<file path="src/rtl/rule3_stim_gen_if.sv">
// Command and event bundle between a rule3 stimulus generator and whatever drives it.
// The generator takes the slave side; the command issuer takes the master side.
interface rule3_stim_gen_if #(
    parameter int CNT_W = 8,
    parameter int GAP_W = 4
);
    logic             start;
    logic [CNT_W-1:0] burst_len;
    logic [GAP_W-1:0] gap;
    logic             inject_err;
    logic             a;
    logic             b;
    logic             c;
    logic             busy;
    logic             done;
    logic [CNT_W-1:0] events_sent;

    modport master (
        output start, burst_len, gap, inject_err,
        input  a, b, c, busy, done, events_sent
    );

    modport slave (
        input  start, burst_len, gap, inject_err,
        output a, b, c, busy, done, events_sent
    );
endinterface

</file>
<file path="src/rtl/rule3_stim_gen.sv">
// Burst generator for the "a |-> b ##1 c" handshake: a/b strobes separated by a
// programmable gap, c one cycle after each a, optionally dropping the final c.
module rule3_stim_gen #(
    parameter int CNT_W = 8,
    parameter int GAP_W = 4
) (
    input  logic           clk,
    input  logic           rst,
    rule3_stim_gen_if.slave stim
);

    typedef enum logic [1:0] {
        IDLE  = 2'd0,
        FIRE  = 2'd1,
        WAIT  = 2'd2,
        DRAIN = 2'd3
    } state_t;

    state_t           state_reg, state_next;
    logic [CNT_W-1:0] len_reg, len_next;
    logic [GAP_W-1:0] gap_reg, gap_next;
    logic             inj_reg, inj_next;
    logic [GAP_W-1:0] cnt_reg, cnt_next;
    logic [CNT_W-1:0] sent_reg, sent_next;
    logic             a_reg, b_reg, c_reg, busy_reg, done_reg;
    logic             c_next;
    logic             last_event;

    // sent_reg already counts the event being fired, so equality marks the last one.
    assign last_event = (sent_reg == len_reg);

    always_comb begin
        state_next = state_reg;
        len_next   = len_reg;
        gap_next   = gap_reg;
        inj_next   = inj_reg;
        cnt_next   = cnt_reg;
        sent_next  = sent_reg;

        case (state_reg)
            IDLE: begin
                if (stim.start) begin
                    len_next  = stim.burst_len;
                    gap_next  = stim.gap;
                    inj_next  = stim.inject_err;
                    sent_next = '0;
                    if (stim.burst_len == '0) begin
                        state_next = DRAIN;
                    end else begin
                        state_next = FIRE;
                    end
                end
            end
            FIRE: begin
                if (last_event) begin
                    state_next = DRAIN;
                end else if (gap_reg == '0) begin
                    state_next = FIRE;
                end else begin
                    state_next = WAIT;
                    cnt_next   = gap_reg;
                end
            end
            WAIT: begin
                if (cnt_reg == GAP_W'(1)) begin
                    state_next = FIRE;
                end else begin
                    cnt_next = cnt_reg - GAP_W'(1);
                end
            end
            DRAIN: begin
                state_next = IDLE;
            end
            default: begin
                state_next = IDLE;
            end
        endcase

        // Count on entry so events_sent moves in the same cycle as the a it describes.
        if (state_next == FIRE) begin
            sent_next = sent_next + CNT_W'(1);
        end
    end

    // c echoes the a currently on the wire, unless it is the poisoned final event.
    assign c_next = (state_reg == FIRE) && !(inj_reg && last_event);

    always_ff @(posedge clk) begin
        if (rst) begin
            state_reg <= IDLE;
            len_reg   <= '0;
            gap_reg   <= '0;
            inj_reg   <= 1'b0;
            cnt_reg   <= '0;
            sent_reg  <= '0;
            a_reg     <= 1'b0;
            b_reg     <= 1'b0;
            c_reg     <= 1'b0;
            busy_reg  <= 1'b0;
            done_reg  <= 1'b0;
        end else begin
            state_reg <= state_next;
            len_reg   <= len_next;
            gap_reg   <= gap_next;
            inj_reg   <= inj_next;
            cnt_reg   <= cnt_next;
            sent_reg  <= sent_next;
            a_reg     <= (state_next == FIRE);
            b_reg     <= (state_next == FIRE);
            c_reg     <= c_next;
            busy_reg  <= (state_next != IDLE);
            done_reg  <= (state_next == DRAIN);
        end
    end

    assign stim.a           = a_reg;
    assign stim.b           = b_reg;
    assign stim.c           = c_reg;
    assign stim.busy        = busy_reg;
    assign stim.done        = done_reg;
    assign stim.events_sent = sent_reg;

endmodule

</file>
<file path="src/flat_wrapper.sv">
// flat-port wrapper written by rule: the top's interface ports become plain ports
module rule3_stim_gen_flat 
#(
    parameter int CNT_W = 8,
    parameter int GAP_W = 4
)
  (clk, rst, stim_start, stim_burst_len, stim_gap, stim_inject_err, stim_a, stim_b, stim_c, stim_busy, stim_done, stim_events_sent);
  rule3_stim_gen_if #(.CNT_W(CNT_W), .GAP_W(GAP_W)) stim_i ();
  input  logic clk;
  input  logic rst;
  input wire logic [$bits(stim_i.start)-1:0] stim_start;
  input wire logic [$bits(stim_i.burst_len)-1:0] stim_burst_len;
  input wire logic [$bits(stim_i.gap)-1:0] stim_gap;
  input wire logic [$bits(stim_i.inject_err)-1:0] stim_inject_err;
  output wire logic [$bits(stim_i.a)-1:0] stim_a;
  output wire logic [$bits(stim_i.b)-1:0] stim_b;
  output wire logic [$bits(stim_i.c)-1:0] stim_c;
  output wire logic [$bits(stim_i.busy)-1:0] stim_busy;
  output wire logic [$bits(stim_i.done)-1:0] stim_done;
  output wire logic [$bits(stim_i.events_sent)-1:0] stim_events_sent;
  assign stim_i.start = stim_start;
  assign stim_i.burst_len = stim_burst_len;
  assign stim_i.gap = stim_gap;
  assign stim_i.inject_err = stim_inject_err;
  assign stim_a = stim_i.a;
  assign stim_b = stim_i.b;
  assign stim_c = stim_i.c;
  assign stim_busy = stim_i.busy;
  assign stim_done = stim_i.done;
  assign stim_events_sent = stim_i.events_sent;
  rule3_stim_gen #(.CNT_W(CNT_W), .GAP_W(GAP_W)) u_core (.clk(clk), .rst(rst), .stim(stim_i));
endmodule
</file>
<file path="config.mk">
export PLATFORM = sky130hd
export DESIGN_NAME = rule3_stim_gen_flat
export DESIGN_NICKNAME = d
export VERILOG_FILES = /design/src/rtl/rule3_stim_gen_if.sv /design/src/rtl/rule3_stim_gen.sv /design/src/flat_wrapper.sv
export SDC_FILE = /design/constraint.sdc
export NUM_CORES = 1
export LEC_CHECK = 0
export CAP_MARGIN = 15
export CELL_PAD_IN_SITES_DETAIL_PLACEMENT = 1
export CELL_PAD_IN_SITES_GLOBAL_PLACEMENT = 2
export CORE_ASPECT_RATIO = 0.5
export CORE_MARGIN = 2
export CORE_UTILIZATION = 27
export DETAILED_ROUTE_END_ITERATION = 10
export PLACE_DENSITY_LB_ADDON = 0.1
export RECOVER_POWER = 100
export SYNTH_ARGS = -nofsm -noshare
export SYNTH_HDL_FRONTEND = slang
export SYNTH_SLANG_ARGS = --single-unit
</file>
<file path="constraint.sdc">
create_clock -name clk -period 1.8 [get_ports clk]
set_clock_uncertainty 0.05 [all_clocks]
set_input_delay 0.18 -clock clk [delete_from_list [all_inputs] [get_ports clk]]
set_output_delay 0.18 -clock clk [all_outputs]
set_load 0.005 [all_outputs]
</file>
==> summary.md <==
| Metric | Value |
|---|---|
| Status | finished, violations left |
| Failing checks | setup timing |
| WHS | 0.152 ns |
| Sequential-to-total area share from yosys stat | 39.1% |
| Via Count | 1598 |
| Critical Setup Path Class | reg -> reg |
| Wire length on met1 | 2510 um |
| Largest cells by area after synthesis | dfxtp_1 39%, a21oi_1 9.5%, nand2_1 8.0% |
| RSZ-0062 raised after global routing | yes |
| Number of fill cells | 644 |
| Final Hold Fails | 0 |
| Inst Count DP | 319 |
| Post-synth EDFFs | 0 |
| GRT overflow | 0 |
| Io pins | 29 |
| Clock Path Buffers | 2 |
| FF+latch count, synth | 31 |
| CP Data Arrival Time | 1.92 ns |
| Highest metal used | met4 |
| Total track usage | 16.3% |
| YS warnings | 0 |
| Detail Placement HPWL | 3650 um |
| Clock transition at the registers of the reported paths | 0.05 ns |
| Floorplan row count | 19 |
| Post-detailed-route wirelength per cell | 15.1 um |
| DP Worst Slack | -0.498 ns |
| Largest area contributor in the netlist | dfxtp_1 |
| Measured slew at the worst slew-check pin | 0.317 ns |
| R2r setup slk | -0.003 ns |
| Crit. End Element | flip-flop |
| Vias in the first global route | 1658 |
| Synth-to-layout area growth | 56.3% |
| PwrDens | 960 nW/um^2 |
| Die footprint | 6550 um^2 |
| Initial core utilization | 28.4% |
| Mapped Avg Cell Area | 8.18 um^2 |
| Critical Path RT | 1.91 ns |
| PortBufs | 28 |
| First-pass GRT wire length | 8210 um |
| Drt via density | 4.83 |
| Num CTS Buffers | 5 |
| Peak supply drop | 0.000423 V |
| Last weighted congestion value of the routability-driven placer | 0.765 |
| Met2 wire len | 2270 um |
| Most used DFF post-synth | dfxtp_1 |
| Syn Nets | 213 |
| Share of layout cells above drive strength 1 | 29.1% |
| Initial antenna violation count | 0 |
| TritonCTS clock tree | built |
| Leakage | 0.983 nW |
| Largest net degree at the start of global routing | 22 |
| Min-Delay Path Class | in -> reg |
| CP max FO | 8 |
| Die Width | 112 um |
| Root buf cell | clkbuf_16 |
| Post-Syn Area | 1590 um^2 |
| Worst setup SP type | flip-flop |
| Mapped Cells | 194 |
| 1st-pass router iterations | 4 |
| 1st-iter DRT viols | 52 |
| # setup viols final | 1 |
| FMAX | 555 MHz |
| Setup TNS | -0.00264 ns |
| Share of flip-flops with an asynchronous set or reset | 0% |
| # diodes | 0 |
| Metal3 WL | 142 um |
| Setup ws final | -0.00264 ns |
| Sink Count | 31 |
| Post-route ant nets | 0 |
| Final Slew Violations | 0 |
| Skew-Pair Late Insertion Delay | 0.28 ns |
| Core Region | 5590 um^2 |
| Post-synth top area share | 39.1% |
| Nets | 278 |
| MaxCap Viol Count | 0 |
| Die Ht | 58.2 um |
| Count of cell types in the netlist | 42 |
| WL final | 5000 um |
| Slew margin rel. | 78.8% |
| Final period util | 100% |
| Layout Cells excl Fill | 331 |
| H-tree depth | 2 |
| Post-route DRC | 0 |
| Crit path time final | 1.80 ns |
cell usage after synthesis, types with 2 or more instances:
master,number
xnor2_1,8
o21ai_0,4
and2_1,2
nand2b_1,4
mux2_1,3
a21o_1,3
nor3b_1,2
nor2_1,11
or4_4,2
nand2_1,34
o211ai_1,3
or4_1,2
o21ai_1,2
inv_1,3
ha_1,3
dfxtp_1,31
o31ai_1,2
nand4_1,3
buf_2,3
clkbuf_1,7
a21oi_1,30
or3_1,3
nor3_1,3
nand3_1,6
mux2i_1,3
worst max-delay path, stage by stage, from the launching register on:
cell and delay, ns:
dfxtp_2 0.31, or3b_4 0.46, o311a_4 0.41, o21ai_2 0.14, mux2_4 0.31
through the flow:
step | utilization (%) | instance area, um^2 | power [mW]
after floorplan | - | 1610 | 1.18
after global placement | 39.6 | 2210 | 1.51
after detailed placement | 39.6 | 2210 | 1.52
after CTS | 42.8 | 2390 | 2.35
after global routing | 44.4 | 2480 | 2.53
final | 44.4 | 2480 | 2.38
per-layer routing:
metal  up-vias  track usage (%)
met2        17             25.8
met3         7             4.50
met5         -                0
met4         0             6.79
li1        817                -
met1       757             21.4
final cells by class:
type                            instances  area (um^2)  share of cell area [%]
Inverter                                3         11.3                   0.454
Tap cell                               73         91.3                    3.68
Timing Repair Buffer                   70          617                    24.8
Sequential cell                        31          627                    25.3
Multi-Input combinational cell        148         1010                    40.6
Clock buffer                            6          129                    5.19
placed cells by master, fill, tap and decap left out, types with 2 or more instances in the layout:
cell             instances
buf_4                   40
nand2_1                 34
a21oi_1                 27
dfxtp_1                 26
clkdlybuf4s50_1         19
nor2_1                  11
xnor2_1                  8
dlygate4sd2_1            7
nand3_1                  6
clkbuf_16                5
dfxtp_2                  5
nand2b_1                 4
nand4_1                  3
or4_4                    3
o21ai_0                  3
a21o_1                   3
o211ai_1                 3
or3_1                    3
mux2i_1                  3
and2_4                   2
inv_1                    2
a21oi_2                  2
o31ai_1                  2
mux2_4                   2
o21ai_2                  2
nor3_1                   2
ha_4                     2
dlymetal6s2s_1           2
buf_12                   2
path summary, 6_finish.rpt:
| kind | start | cells after the start | to |
|---|---|---|---|
| max reg2reg | u_core.state_reg[1] | 4 | u_core.stim.events_sent[2] |
| max | u_core.state_reg[1] | 4 | u_core.stim.events_sent[2] |
| min | stim_burst_len[7] | 3 | u_core.len_reg[7] |
| min reg2reg | u_core.inj_reg | 1 | u_core.stim.c |
repair_timing:
action	4_1_cts	5_1_grt
hold buffers	0	0
gates resized for setup	19	15
endpoints found under the setup margin	15	10
pin swaps	11	13
buffers inserted	2	4
cloned	0	0
where the power goes:
part	total, mW	leakage [nW]	switching, mW	internal (mW)
combinational	0.796	0.665	0.381	0.415
clock	0.783	0.0628	0.287	0.496
sequential	0.803	0.256	0.0452	0.758
total	2.38	0.983	0.713	1.67
cell families after synthesis:
family                   Yosys count  share of synthesized area (%)
adder cells (fa/ha/maj)            3                           2.36
flip-flops                        31                           39.1
AO/OA/AOI/OAI                     53                           21.0
XOR/XNOR                           8                           4.41
multiplexers                       6                           4.02
buffers and inverters             15                           4.49
AND/OR/NAND/NOR                   78                           24.6
(Power assumes the default switching activity.)
